File: config.mk
export PLATFORM = sky130hd
export DESIGN_NAME = gate_net_classifier_seq
export DESIGN_NICKNAME = d
export VERILOG_FILES = /design/src/rtl/gate_net_classifier_seq_pkg.sv /design/src/rtl/gate_net_classifier_seq_tgate_eval.sv /design/src/rtl/gate_net_classifier_seq.sv
export SDC_FILE = /design/constraint.sdc
export NUM_CORES = 2
export LEC_CHECK = 0
export ABC_AREA = 1
export CAP_MARGIN = 30
export CORE_ASPECT_RATIO = 1.1
export CORE_MARGIN = 5
export CORE_UTILIZATION = 43
export DETAILED_ROUTE_END_ITERATION = 8
export SYNTH_ARGS = -nofsm -noshare
export SYNTH_HDL_FRONTEND = slang
export SYNTH_SLANG_ARGS = --single-unit
export TNS_END_PERCENT = 5
File: constraint.sdc
create_clock -name clk -period 3.9 [get_ports clk]
set_input_delay 0.78 -clock clk [delete_from_list [all_inputs] [get_ports clk]]
set_output_delay 0.78 -clock clk [all_outputs]
set_load 0.02 [all_outputs]
File: src/rtl/gate_net_classifier_seq_pkg.sv
// rtl/gate_net_classifier_seq_pkg.sv - shared widths, state encoding and gate-entry layout for the gate-network classifier
package gate_net_pkg;

  typedef enum logic [1:0] {
    S_IDLE,
    S_EVAL,
    S_ARGMAX,
    S_DONE
  } state_t;

  // Counter/pointer width that never collapses to zero bits.
  function automatic int w_of(input int n);
    return (n <= 2) ? 1 : $clog2(n);
  endfunction

  function automatic int idx_w(input int n_in);
    return $clog2(n_in + 2);
  endfunction

  function automatic int thr_w(input int fanin);
    return w_of(fanin + 1);
  endfunction

  function automatic int entry_w(input int n_in, input int fanin);
    return 1 + thr_w(fanin) + fanin * idx_w(n_in);
  endfunction

  function automatic int score_w(input int gpc);
    return w_of(gpc + 1);
  endfunction

  // Gate entry layout with the default fan-in of 4 and 49 image bits.
  typedef struct packed {
    logic       inv;
    logic [2:0] thr;
    logic [5:0] idx3;
    logic [5:0] idx2;
    logic [5:0] idx1;
    logic [5:0] idx0;
  } gate_entry_default_t;

endpackage

File: src/rtl/gate_net_classifier_seq_tgate_eval.sv
// rtl/gate_net_classifier_seq_tgate_eval.sv - one threshold gate: source mux, popcount, compare, invert
module tgate_eval
  import gate_net_pkg::*;
#(
  parameter  int N_IN    = 49,
  parameter  int FANIN   = 4,
  localparam int IDX_W   = idx_w(N_IN),
  localparam int THR_W   = thr_w(FANIN),
  localparam int ENTRY_W = entry_w(N_IN, FANIN)
) (
  input  logic [N_IN-1:0]    bits,
  input  logic [ENTRY_W-1:0] entry,
  output logic               gate
);

  localparam int SRC_N = 1 << IDX_W;

  logic [SRC_N-1:0] src;
  logic [IDX_W-1:0] idx;
  logic [THR_W-1:0] s;
  logic [THR_W-1:0] thr;
  logic             inv;

  // Source N_IN is tied high, N_IN+1 and every unused code read as 0.
  always_comb begin
    src            = '0;
    src[N_IN-1:0]  = bits;
    src[N_IN]      = 1'b1;
    thr            = entry[FANIN*IDX_W +: THR_W];
    inv            = entry[ENTRY_W-1];
    s              = '0;
    idx            = '0;
    for (int k = 0; k < FANIN; k++) begin
      idx = entry[k*IDX_W +: IDX_W];
      s   = s + THR_W'(src[idx]);
    end
    gate = (s >= thr) ^ inv;
  end

endmodule

File: src/rtl/gate_net_classifier_seq.sv
// rtl/gate_net_classifier_seq.sv - time-multiplexed threshold-gate classifier with per-class vote and argmax
module gate_net_classifier_seq
  import gate_net_pkg::*;
#(
  parameter  int N_IN    = 49,
  parameter  int N_CLASS = 2,
  parameter  int GPC     = 16,
  parameter  int FANIN   = 4,
  localparam int G_TOT   = N_CLASS * GPC,
  localparam int ENTRY_W = entry_w(N_IN, FANIN),
  localparam int SCORE_W = score_w(GPC),
  localparam int CLS_W   = $clog2(N_CLASS),
  // One spare code above the table so out-of-range writes stay observable.
  localparam int ADDR_W  = $clog2(G_TOT + 1)
) (
  input  logic               clk,
  input  logic               rst_n,
  input  logic               in_valid,
  output logic               in_ready,
  input  logic [N_IN-1:0]    in_bits,
  input  logic               cfg_we,
  input  logic [ADDR_W-1:0]  cfg_addr,
  input  logic [ENTRY_W-1:0] cfg_data,
  output logic               cfg_err,
  output logic               out_valid,
  input  logic               out_ready,
  output logic [CLS_W-1:0]   out_class,
  output logic [N_CLASS-1:0] out_bits,
  output logic [SCORE_W-1:0] out_score
);

  localparam int GP_W  = w_of(G_TOT);
  localparam int SUB_W = w_of(GPC);

  localparam logic [ADDR_W-1:0]  ADDR_LIM  = ADDR_W'(G_TOT);
  localparam logic [GP_W-1:0]    GPTR_LAST = GP_W'(G_TOT - 1);
  localparam logic [SUB_W-1:0]   SUB_LAST  = SUB_W'(GPC - 1);
  localparam logic [CLS_W-1:0]   CLS_LAST  = CLS_W'(N_CLASS - 1);
  localparam logic [SCORE_W-1:0] SCORE_MAX = SCORE_W'(GPC);

  state_t             state;
  logic [N_IN-1:0]    img;
  logic [ENTRY_W-1:0] gate_tab [G_TOT];
  logic [SCORE_W-1:0] cnt [N_CLASS];
  logic [GP_W-1:0]    gptr;
  logic [SUB_W-1:0]   sub;
  logic [CLS_W-1:0]   cls_ptr;
  logic [CLS_W-1:0]   cidx;
  logic [CLS_W-1:0]   best_cls;
  logic [SCORE_W-1:0] best_score;
  logic [CLS_W-1:0]   win_cls;
  logic [SCORE_W-1:0] win_score;
  logic               gate;

  tgate_eval #(
    .N_IN  (N_IN),
    .FANIN (FANIN)
  ) u_gate (
    .bits  (img),
    .entry (gate_tab[gptr]),
    .gate  (gate)
  );

  // Strict greater-than keeps the lowest class index on a tie.
  always_comb begin
    win_cls   = best_cls;
    win_score = best_score;
    if (cnt[cidx] > best_score) begin
      win_cls   = cidx;
      win_score = cnt[cidx];
    end
  end

  always_ff @(posedge clk or negedge rst_n) begin
    if (!rst_n) begin
      state      <= S_IDLE;
      in_ready   <= 1'b1;
      out_valid  <= 1'b0;
      out_class  <= '0;
      out_bits   <= '0;
      out_score  <= '0;
      cfg_err    <= 1'b0;
      img        <= '0;
      gptr       <= '0;
      sub        <= '0;
      cls_ptr    <= '0;
      cidx       <= '0;
      best_cls   <= '0;
      best_score <= '0;
      for (int c = 0; c < N_CLASS; c++) cnt[c] <= '0;
      for (int g = 0; g < G_TOT; g++) gate_tab[g] <= '0;
    end else begin
      cfg_err <= 1'b0;
      if (cfg_we) begin
        if (state == S_IDLE && cfg_addr < ADDR_LIM) begin
          gate_tab[cfg_addr[GP_W-1:0]] <= cfg_data;
        end else begin
          cfg_err <= 1'b1;
        end
      end

      case (state)
        S_IDLE: begin
          if (in_valid) begin
            img        <= in_bits;
            gptr       <= '0;
            sub        <= '0;
            cls_ptr    <= '0;
            best_cls   <= '0;
            best_score <= '0;
            for (int c = 0; c < N_CLASS; c++) cnt[c] <= '0;
            in_ready   <= 1'b0;
            state      <= S_EVAL;
          end
        end

        S_EVAL: begin
          if (gate && cnt[cls_ptr] < SCORE_MAX) begin
            cnt[cls_ptr] <= cnt[cls_ptr] + SCORE_W'(1);
          end
          if (gptr == GPTR_LAST) begin
            cidx  <= '0;
            state <= S_ARGMAX;
          end else begin
            gptr <= gptr + GP_W'(1);
            if (sub == SUB_LAST) begin
              sub     <= '0;
              cls_ptr <= cls_ptr + CLS_W'(1);
            end else begin
              sub <= sub + SUB_W'(1);
            end
          end
        end

        S_ARGMAX: begin
          best_cls   <= win_cls;
          best_score <= win_score;
          if (cidx == CLS_LAST) begin
            out_class <= win_cls;
            out_score <= win_score;
            out_bits  <= N_CLASS'(1) << win_cls;
            out_valid <= 1'b1;
            state     <= S_DONE;
          end else begin
            cidx <= cidx + CLS_W'(1);
          end
        end

        S_DONE: begin
          if (out_ready) begin
            out_valid <= 1'b0;
            in_ready  <= 1'b1;
            state     <= S_IDLE;
          end
        end

        default: state <= S_IDLE;
      endcase
    end
  end

endmodule

==> results by group <==
Clock network
  • Hold Buf Count CTS: 0
  • Clock tree buffer depth: 3
  • Reg clk slew, reported paths: 0.06 ns
  • Num CTS Buffers: 107
  • H-tree Lvls: 3
  • Worst skew pair latency: 0.72 ns
  • CTS tree: yes
  • Clock root cell: clkbuf_16
  • Clock Sinks: 984

Global routing
  • Total GRT Usage: 0.280
  • Largest net degree at the start of global routing: 133
  • First-pass GRT wire length: 252 mm
  • Initial antenna violation count: 3
  • Vias in the first global route: 40500
  • GRT overflow: 0

Timing
  • Setup WS post-layout: -0.837 ns
  • Unrepaired setup endpoints after global routing: true
  • F_max: 0.211 GHz
  • Period utilization: 1.21
  • Clock Skew: 0.0340 ns
  • Count of pins over their slew limit: 0
  • Count of final hold-check violations: 0
  • Min cycle time layout: 4.74 ns
  • Slew margin rel.: 0.314
  • Final hold slack: 0.0633 ns
  • Endpoints failing setup: 10
  • Worst-Margin Slew: 1.03 ns

Synthesis
  • Avg Cell Area, Syn: 8.05 sq um
  • Largest family of logic cells by synthesized area: simple AND/OR/NAND/NOR gates
  • Mapped Cells: 5813
  • Synth Area in Compound Gates: 0.174
  • Post-synthesis sequential area ratio: 0.527
  • Synth Area in Simple Gates: 0.224
  • Yosys warns: 0
  • Synth cell types: 55
  • Register bit total from synthesis: 984
  • Synth Cell Area: 46800 sq um
  • XOR/XNOR Fraction of Synth Area: 0.000562
  • Synth Area in Adders: 0.00551
  • Synth Net Count: 5921
  • Multiplexer share of the synthesized area: 0.000963

Cells and area
  • Fin cells: 7532
  • P&R area growth vs syn: 20.2%
  • FILL cells: 10300
  • Commonest non-fill, non-tap cell in the layout: nand2_1
  • Share of post-route cells with drive strength above 1: 0.133
  • Nets@finish: 6125
  • Final core utilization: 0.518
  • Most frequent cells in the layout: 1631 x nand2_1, 1130 x o21ai_0, 979 x dfrtp_1

Worst setup path
  • Worst setup path start: gptr[0]
  • CP max stage delay: 0.59 ns
  • Crit path DAT: 5.37 ns
  • Terminus of the critical flop-to-flop path: cnt[8]
  • WP data required: 4.53 ns
  • CP Class: register to register
  • Flop-to-flop setup slack: -0.84 ns
  • Reg2reg start: gptr[0]
  • R2R depth: 34
  • Crit start category: register
  • Worst path slowest cell: dfrtp_4
  • Worst setup EP type: register
  • Critical path's most frequent cell: nand2_1
  • Worst-path maximum fanout: 7

Floorplan
  • DIE WIDTH: 324 microns
  • Core area: 109000 sq um
  • # rows: 127
  • # IOs: 99
  • Die height: 356 microns
  • Initial Util: 0.431
  • Total die area: 115000 sq um

Placed design
  • Placed insts: 7289
  • Input/output buffers: 98
  • GPL Wtd Cong: 0.911
  • Final HPWL from detailed placement: 103 mm

Route
  • DR DRC count: 0
  • Via count: 42600
  • Iteration-0 DRC Markers: 4612
  • Drt pass-1 iters: 5
  • Detailed Route WL: 167 mm
  • Vias per inst: 5.65
  • DR WL/cell: 22.1 microns
  • Final ANT Viol Nets: 0

Power and ir drop
  • Peak supply drop: 0.000690 V
  • Tot Pwr: 49500 uW
  • P per Cell Area: 881 nW/um^2
  • Leak: 0.0261 uW

Worst hold path
  • Min-delay worst type: primary input to async pin

Run status
  • Violated checks: negative setup slack
  • Run status: complete, but fails checks

Run
  • Max-Cap Viols: 0
==> final cells by class <==
cell class,count,area (sq um),area share
inverter,180,707,0.0126
clock inverter,34,328,0.00583
sequential,984,24600,0.438
timing repair buffer,598,6180,0.110
antenna,2,5.00,0.0000891
tap,1419,1780,0.0316
timing repair inverter,1,8.76,0.000156
multi-input combinational,4145,19300,0.344
clock buffer,169,3240,0.0577
==> cells in the mapped netlist, drive strengths merged <==
| cell type | number | area share |
|---|---|---|
| a2111oi | 1 | 0.00019 |
| a211oi | 2 | 0.00032 |
| a21oi | 187 | 0.020 |
| a221oi | 9 | 0.0017 |
| a22o | 1 | 0.00019 |
| a22oi | 29 | 0.0047 |
| a31oi | 5 | 0.00067 |
| a32o | 8 | 0.0017 |
| a32oi | 5 | 0.00094 |
| buf | 190 | 0.029 |
| clkbuf | 315 | 0.025 |
| clkinv | 1 | 0.000080 |
| dfrtp | 983 | 0.53 |
| dfstp | 1 | 0.00056 |
| fa | 1 | 0.00043 |
| ha | 19 | 0.0051 |
| inv | 179 | 0.014 |
| mux2 | 4 | 0.00096 |
| nand2 | 1691 | 0.14 |
| nand3 | 436 | 0.047 |
| nand3b | 4 | 0.00064 |
| nand4 | 10 | 0.0013 |
| nor2 | 411 | 0.033 |
| nor3 | 18 | 0.0019 |
| nor3b | 1 | 0.00016 |
| nor4 | 1 | 0.00013 |
| o2111ai | 2 | 0.00037 |
| o211ai | 55 | 0.0089 |
| o21a | 1 | 0.00016 |
| o21ai | 1147 | 0.12 |
| o221ai | 15 | 0.0028 |
| o22ai | 29 | 0.0039 |
| o311ai | 19 | 0.0036 |
| o31ai | 4 | 0.00075 |
| or2 | 26 | 0.0035 |
| xnor2 | 2 | 0.00037 |
| xor2 | 1 | 0.00019 |
==> metal layers <==
metal  GRT usage  wire length, microns  up-vias
li1            -                     -    19700
met1       0.386                 71100    20700
met2       0.448                 75200     1821
met3      0.0419                 12800      382
met4       0.111                  7520        0
met5           0                     0        -
==> stage by stage <==
| step | TNS, ns | area, sq um | worst slack, ns |
|---|---|---|---|
| after floorplan | -2.71 | 46800 | -0.271 |
| after global placement | -11.18 | 51500 | -1.13 |
| after detailed placement | -10.54 | 51600 | -1.07 |
| after CTS | -7.84 | 55500 | -0.811 |
| after global routing | -10.79 | 56200 | -1.11 |
| final | -8.15 | 56200 | -0.837 |
==> how the worst max path moves through the flow <==
stage          cells after the start  endpoint
5_1_grt                           35    cnt[8]
3_5_place_dp                      32    cnt[8]
6_report                          34    cnt[8]
4_1_cts                           34    cnt[8]
2_1_floorplan                     32    cnt[3]
3_3_place_gp                      31    cnt[8]
==> what timing repair did <==
action,CTS,global route
buffers inserted,8,13
endpoints found under the setup margin,10,10
gates cloned,4,12
resized for setup,52,71
pin swaps,12,42
==> power breakdown <==
group	switching (uW)	internal [uW]	leakage, uW
clock	4350	5910	0.00177
combinational	15400	10600	0.0110
sequential	1270	12000	0.0133
total	21000	28500	0.0261
==> worst max-delay path: cells and delay by family (launching register included) <==
family | cells | cell delay [ns]
fa+ha+maj | 3 | 0.70
buf+inv | 6 | 0.82
compound gates | 4 | 0.42
simple gates | 21 | 2.11
flops | 1 | 0.59
==> state kept, by name, indices dropped and copies added (netlist names), 2 cells and up <==
name,cells
gate_tab,896
img,49
state,2
cnt,10
best_score,5
gptr,5
out_score,5
sub,4
==> cell families (layout without fill, tap and decap cells) <==
group | Yosys count | after routing
xor+xnor | 3 | 3
other cells | 0 | 2
fa+ha+maj | 20 | 20
compound gates | 1519 | 1519
simple gates | 2598 | 2599
buf+inv | 685 | 982
flops | 984 | 984
mux | 4 | 4
No activity file was read; power rests on OpenSTA's default activity.
